## config.mk

```make
export PLATFORM = sky130hd
export DESIGN_NAME = tick_sched
export DESIGN_NICKNAME = d
export VERILOG_FILES = /design/src/rtl/tick_sched_pkg.sv /design/src/rtl/tick_div.sv /design/src/rtl/tick_sched.sv
export SDC_FILE = /design/constraint.sdc
export NUM_CORES = 1
export LEC_CHECK = 0
export ABC_AREA = 1
export BUFFER_PORTS_ARGS = -buffer_cell sky130_fd_sc_hd__buf_2
export CAP_MARGIN = 20
export CORE_MARGIN = 2
export CORE_UTILIZATION = 30
export CTS_CLUSTER_SIZE = 28
export DETAILED_ROUTE_END_ITERATION = 8
export HOLD_SLACK_MARGIN = 0.05
export PLACE_DENSITY_LB_ADDON = 0.3
export RECOVER_POWER = 50
export SLEW_MARGIN = 15
export SYNTH_ARGS = -nofsm -noshare
export SYNTH_HDL_FRONTEND = slang
export SYNTH_SLANG_ARGS = --single-unit
export TNS_END_PERCENT = 30
```

## constraint.sdc

```tcl
create_clock -name clk -period 3.87 [get_ports clk]
set_input_delay 0.387 -clock clk [delete_from_list [all_inputs] [get_ports clk]]
set_output_delay 0.387 -clock clk [all_outputs]
set_load 0.03 [all_outputs]
```

## src/rtl/tick_sched_pkg.sv

```systemverilog
// Shared register map, CTRL bit positions and FSM encoding for the tick scheduler.
package tick_sched_pkg;

  localparam logic [1:0] ADDR_CTRL   = 2'd0;
  localparam logic [1:0] ADDR_DIV    = 2'd1;
  localparam logic [1:0] ADDR_CMP    = 2'd2;
  localparam logic [1:0] ADDR_STATUS = 2'd3;

  localparam int CTRL_EN       = 0;
  localparam int CTRL_PERIODIC = 1;
  localparam int CTRL_IRQ_EN   = 2;

  typedef enum logic [1:0] {
    ST_IDLE = 2'd0,
    ST_RUN  = 2'd1,
    ST_DONE = 2'd2
  } state_t;

endpackage

```

## src/rtl/tick_div.sv

```systemverilog
// Reference-tick divider: counts 0..div_act and pulses at the terminal count.
module tick_div #(
  parameter int BW = 8
) (
  input  logic          clk,
  input  logic          rst_n,
  input  logic          en,
  input  logic          clr,
  input  logic [BW-1:0] reload,
  output logic          tick
);

  logic [BW-1:0] cnt;
  logic [BW-1:0] div_act;

  assign tick = en && (cnt == div_act);

  // The active ratio is only reloaded on clr or at a terminal count, so a
  // period in flight is never truncated or stretched by a DIV rewrite.
  always_ff @(posedge clk or negedge rst_n) begin
    if (!rst_n) begin
      cnt     <= '0;
      div_act <= '0;
    end else if (clr || tick) begin
      cnt     <= '0;
      div_act <= reload;
    end else if (en) begin
      cnt <= cnt + BW'(1);
    end
  end

endmodule

```

## src/rtl/tick_sched.sv

```systemverilog
// Tick scheduler: register file, run/one-shot FSM and tick-vs-compare event counter
// around a tick_div instance.
module tick_sched
  import tick_sched_pkg::*;
#(
  parameter int BW = 8,
  parameter int CW = 16
) (
  input  logic        clk,
  input  logic        rst_n,
  input  logic        cfg_we,
  input  logic [1:0]  cfg_addr,
  input  logic [31:0] cfg_wdata,
  output logic [31:0] cfg_rdata,
  output logic        tick_out,
  output logic        irq,
  output logic        busy
);

  state_t        state;
  logic [2:0]    ctrl;
  logic [BW-1:0] div_reg;
  logic [CW-1:0] cmp_reg;
  logic [CW-1:0] tick_cnt;
  logic          pending;

  logic          ctrl_wr;
  logic          start;
  logic          stop;
  logic          tick;
  logic          div_en;
  logic          evt;
  logic          oneshot_end;
  logic [CW:0]   cnt_inc;
  logic [CW:0]   cmp_eff;
  logic          unused_wdata;

  assign unused_wdata = ^cfg_wdata;

  assign ctrl_wr = cfg_we && (cfg_addr == ADDR_CTRL);
  assign start   = ctrl_wr && cfg_wdata[CTRL_EN] && (state != ST_RUN);
  assign stop    = ctrl_wr && !cfg_wdata[CTRL_EN];
  assign div_en  = (state == ST_RUN);

  // CMP of 0 behaves as 1 so every tick is an event rather than never firing.
  assign cnt_inc     = {1'b0, tick_cnt} + (CW+1)'(1);
  assign cmp_eff     = (cmp_reg == '0) ? (CW+1)'(1) : {1'b0, cmp_reg};
  assign evt         = tick && (cnt_inc >= cmp_eff);
  assign oneshot_end = evt && !ctrl[CTRL_PERIODIC] && !stop;

  tick_div #(.BW(BW)) u_div (
    .clk    (clk),
    .rst_n  (rst_n),
    .en     (div_en),
    .clr    (start || stop),
    .reload (div_reg),
    .tick   (tick)
  );

  assign tick_out = tick;
  assign irq      = pending && ctrl[CTRL_IRQ_EN];

  always_ff @(posedge clk or negedge rst_n) begin
    if (!rst_n) begin
      state    <= ST_IDLE;
      busy     <= 1'b0;
      ctrl     <= '0;
      div_reg  <= '0;
      cmp_reg  <= '0;
      tick_cnt <= '0;
      pending  <= 1'b0;
    end else begin
      if (cfg_we) begin
        case (cfg_addr)
          ADDR_CTRL: ctrl    <= cfg_wdata[2:0];
          ADDR_DIV:  div_reg <= cfg_wdata[BW-1:0];
          ADDR_CMP:  cmp_reg <= cfg_wdata[CW-1:0];
          default:   ;
        endcase
      end
      if (oneshot_end)
        ctrl[CTRL_EN] <= 1'b0;

      // A new event outranks a simultaneous W1C so no interrupt is lost.
      if (evt)
        pending <= 1'b1;
      else if (cfg_we && (cfg_addr == ADDR_STATUS) && cfg_wdata[0])
        pending <= 1'b0;

      case (state)
        ST_IDLE: begin
          if (start) begin
            state    <= ST_RUN;
            busy     <= 1'b1;
            tick_cnt <= '0;
          end
        end
        ST_RUN: begin
          if (stop) begin
            state    <= ST_IDLE;
            busy     <= 1'b0;
            tick_cnt <= '0;
          end else if (evt) begin
            tick_cnt <= '0;
            if (oneshot_end) begin
              state <= ST_DONE;
              busy  <= 1'b0;
            end
          end else if (tick) begin
            tick_cnt <= cnt_inc[CW-1:0];
          end
        end
        ST_DONE: begin
          if (start) begin
            state    <= ST_RUN;
            busy     <= 1'b1;
            tick_cnt <= '0;
          end else begin
            state <= ST_IDLE;
          end
        end
        default: begin
          state <= ST_IDLE;
          busy  <= 1'b0;
        end
      endcase
    end
  end

  always_comb begin
    cfg_rdata = '0;
    case (cfg_addr)
      ADDR_CTRL:   cfg_rdata = 32'(ctrl);
      ADDR_DIV:    cfg_rdata = 32'(div_reg);
      ADDR_CMP:    cfg_rdata = 32'(cmp_reg);
      ADDR_STATUS: cfg_rdata = 32'({tick_cnt, pending});
      default:     cfg_rdata = '0;
    endcase
  end

endmodule

```

Word-level counts from Yosys, hierarchy flattened. Cells that the tools add are included.

$add $sub $neg: 2. $lt $le $gt $ge: 1. Equal/unequal tests: 12. Multiplexer cells: 25. Reduce and logical (&&, ||, !) cells: 32.

Operators with widths (count): 32-bit one-hot mux with 4 select lines (1); 16-bit 2-to-1 mux (5); 16-bit one-hot mux with 2 select lines (1); 16-bit by 1-bit adder with 17-bit output (second input constant) (1); 17-bit by 16-bit greater-or-equal comparator with 1-bit output (1); 16-bit logical NOT (1); 8-bit 2-to-1 mux (2); 1-bit logical AND (11); 1-bit 2-to-1 mux (10); 2-bit nonzero test (5); 3-bit AND reduction (3); 8-bit by 1-bit adder with 8-bit output (second input constant) (1); 8-bit equality test (1); 2-bit 2-to-1 mux (4); 2-bit AND reduction (4); 2-bit equality test (second input constant) (3); 3-bit inequality test (second input constant) (2); 2-bit one-hot mux with 3 select lines (1); 2-bit by 1-bit equality test with 1-bit output (second input constant) (2); 2-bit logical NOT (2); 2-bit by 1-bit inequality test with 1-bit output (second input constant) (2); 4-bit inequality test (second input constant) (1); 1-bit logical NOT (3); 1-bit logical OR (2); 3 further kinds (3).

Register bits after elaboration: 63. Bits of input ports: 37. Output and inout port bits: 35. Logic and storage cells: 82.

Logic depth before layout (Yosys ltp).
Depth after elaboration: 10. Gate-level depth with buffers: 21.

Cells and area by module. From an unflattened synthesis, not the netlist that was laid out.

Cells, all modules: 523. Area total of the unflattened synthesis: 4007.6 um^2.

By module, submodules not included: tick_sched (instances 1, cells an instance 406, area an instance 3126.7 um^2); tick_div (instances 1, cells an instance 117, area an instance 880.8 um^2).

Worst setup path before layout. OpenSTA, ideal clock, no wires.

Path kind: register to register. Start: reg tick_cnt[0]. End: reg tick_cnt[10]. Data arrival time: 2603 ps. Path slack: 1135 ps. Cell stages (with the launch flop): 20. Buffers on the path: 1. Clock period less this slack: 2735 ps. Path through: dfrtp_1 -> ha_1 -> nand3_2 -> nor2_2 -> nand2_2 -> inv_1 -> nand2_1 -> nor2_1 -> xor2_1 -> inv_1 -> ha_1 -> a21oi_1 -> or2_2 -> nand3b_1 -> nor2_1 -> nand2_2 -> nand2_1 -> nand3_4 -> buf_6 -> o22ai_2.

Cells in the longest elaborated chain, start to end: 6.

Ends and longest elaborated chain: start, declared (line tick_sched.sv:24) `logic [CW-1:0] tick_cnt;`; start signal, assigned (line tick_sched.sv:110) `tick_cnt <= cnt_inc[CW-1:0];`; 16-bit by 1-bit adder with 17-bit output (*) (line tick_sched.sv:46) `assign cnt_inc = {1'b0, tick_cnt} + (CW+1)'(1);`; 17-bit by 16-bit greater-or-equal comparator with 1-bit output (line tick_sched.sv:48) `assign evt = tick && (cnt_inc >= cmp_eff);`; 1-bit logical AND (line tick_sched.sv:48); 16-bit 2-to-1 mux (line tick_sched.sv:103) `end else if (evt) begin`; 16-bit 2-to-1 mux (line tick_sched.sv:99) `if (stop) begin`; 16-bit one-hot mux with 2 select lines (line tick_sched.sv:90) `case (state)`.

Mark *: on every way between the ends. The rest lies on a longest branch, timed or not. The select of a mux whose other input is x is not followed. A chain may end at the register's enable or synchronous reset.

Worst setup path in the final report.
Start: reg tick_cnt[0]. End: reg tick_cnt[0].

The elaborated chain is that of the path after synthesis.

==> reports/results.ini <==
[run_status]
status=finished with violations
violations=max-capacitance violations, max-slew violations

[timing]
finalWorstSetupSlack_ps=657
worst_clock_skew_ps=8.55
finalHoldViolCount=0
sum_of_negative_setup_slack_ps=0
rsz0062_at_grt=no
slew_headroom=-0.194
final_min_period_over_clock_period=0.830
layout_min_cycle_time_ps=3210
final-setup-viol-count=0
max_clock_freq_ghz=0.311
timing_worst_slew_pin_value_ps=1790
maxSlewViolCount=66

[route]
drt_first_iter_violations=126
post-route-drc-count=0
route.final.wire_length_mm=9.33
drt_pass1_iterations=7
route.detailed.vias_per_inst=4.50
route.antenna.remaining_nets=0
drt-wirelength-per-cell_um=13.1
total_via_count_after_detailed_routing=3208

[global_routing]
global_route.usage.total=0.143
largest_net_degree_at_the_start_of_global_routing=34
grt.overflow.total=0
grt_first_pass_wirelength_mm=16.0
grt_antenna_before_repair=0
grt_pass1_vias=3421

[floorplanning]
initial_core_util=0.309
ioPinCount=72
placementRows=41
die-height_um=119
floorplan.die.width_um=119
die_area_sq_um=14100
floorplan.core_area_sq_um=12700

[logic_synthesis]
yosys.area.top_type=dfrtp_1
synthesis.area_per_instance_sq_um=7.95
number_of_synthesized_flops_with_an_enable_pin=0
total_standard_cell_area_after_synthesis_sq_um=3940
yosysWarningCount=0
ys_ff_latch=63
synth.area.top_cells=dfrtp_1 (40%), nand2_1 (9.7%), inv_1 (8.7%), ha_1 (5.7%), o21ai_0 (3.9%)
synth-main-ff-cell=dfrtp_1
yosys-top-cells-count=nand2_1 (102), inv_1 (91), dfrtp_1 (63)
ys_types=39
synth_async_sr_flop_share=1.00
synth_sequential_area_ratio=0.401
synthMostInstantiatedCell=nand2_1
synth_cells=495
post-synth-top-area-fraction=0.401

[layout]
antennaDiodeCount=0
flow.area_growth_from_synthesis_pct=14.6
layout-drive-gt1-share=0.165
nets=591

[clock_tree]
cts.repair.resized=0
tritoncts=done
cts_post_setup_buffers_inserted=0
clock_sink_count=63
worst_skew_pair.late_latency_ps=340
cts_buffers=9
clock_tree.root_cell=clkbuf_16
h_tree_depth=3
clk_transition_reported_paths_ps=60
clock_tree.buffer_depth=2
cts-hold-fix-buffers=0

[power_and_ir_drop]
p_leak_nw=2.30
maximum_vdd_ir_drop_uv=215
power-per-cell-area_nw_per_um2=630

[critical_path]
setup_crit_start_kind=flop
worst_r2r_path_depth=18
worst_ep_required_time_ps=4120
path_class=flop to flop
worst-endpoint-arrival_ps=3460
worstSetupEndpointType=flop
worstPathMaxFanout=16

[flow_run]
cap_violations=2

[hold_path]
min_path_cells=3
hold_wc_path_type=input pin to flop

[place]
detailedPlace.worstSlack_ps=671
placement.io_buffers=40
hpwl_after_detailed_placement_mm=7.33
gp_congestion=0.852

[metrics by stage]
step	area (sq um)	hold slack [ps]	power, W	utilization	std cells
floorplan	3990	91.4	0.00181	-	509
global placement	4240	416	0.00204	0.333	697
detailed placement	4240	424	0.00207	0.333	697
CTS	4530	145	0.00287	0.356	713
global route	4510	303	0.00307	0.355	713
finish	4510	296	0.00284	0.355	713
[critical path, stage by stage (launching register included)]
cell and delay (ps):
dfrtp_1 470, ha_1 240, nand3_2 120, nor2_2 140, nand2_2 100, inv_1 90, nand2_1 90, nor2_1 120
xor2_1 240, inv_1 90, ha_1 310, a21oi_1 120, or2_2 110, nand3b_1 70, nor2_1 110, nand2_2 100
nand2_1 130, nand3_4 240, o21ai_0 230
[report_power, final]
group / internal, W / total, W / leakage, nW / switching [W]
Sequential: 0.000837 / 0.000968 / 0.803 / 0.000131
Clock: 0.000496 / 0.000793 / 0.142 / 0.000298
Combinational: 0.000373 / 0.00108 / 1.35 / 0.000710
[final timing paths]
kind / startpoint / endpoint / slack (ps)
worst max-delay path: tick_cnt[0] / tick_cnt[0] / 660
worst min-delay path: cfg_wdata[1] / ctrl[1] / 300
worst max register to register: tick_cnt[0] / tick_cnt[0] / 660
worst min register to register: ctrl[1] / state[1] / 430
max in group asynchronous: rst_n / tick_cnt[9] / 1020
min in group asynchronous: rst_n / u_div.div_act[2] / 530
[cells by family (layout without fill, tap and decap cells)]
kind of cell             Yosys count  after routing  synth area share
XOR/XNOR                          17             17            0.0378
AO/OA/AOI/OAI                     84             84             0.138
other                              1             15          0.000953
buffers and inverters            121            153             0.135
AND/OR/NAND/NOR                  191            191             0.231
adder cells (fa/ha/maj)           18             18            0.0572
flip-flops                        63             63             0.401
[final cells by class]
type | instances | area [sq um]
clock inverters | 6 | 61.3
inverters | 96 | 360
clock buffers | 10 | 229
flip-flops and latches | 63 | 1580
fillers | 1361 | 8210
repair buffers | 41 | 199
well taps | 172 | 215
multi-input cells | 325 | 1870
[layer usage]
metal,global-route usage,part of all wire,vias up
li1,-,-,1644
met3,0.0246,0.036,17
met2,0.242,0.49,58
met5,0,0,-
met1,0.172,0.45,1489
met4,0.0751,0.028,0
[cells in the final DEF, fill, tap and decap left out, drive strengths merged, types with 5 or more instances in the layout]
master    n
nor2     39
clkbuf   15
o221ai    5
o21ai    33
nand2   108
conb     15
o22ai    24
ha       18
xor2     15
nor3      9
buf      36
inv      96
dfrtp    63
nand3    16
a21oi    19
nand4    13
(Power assumes the default switching activity.)
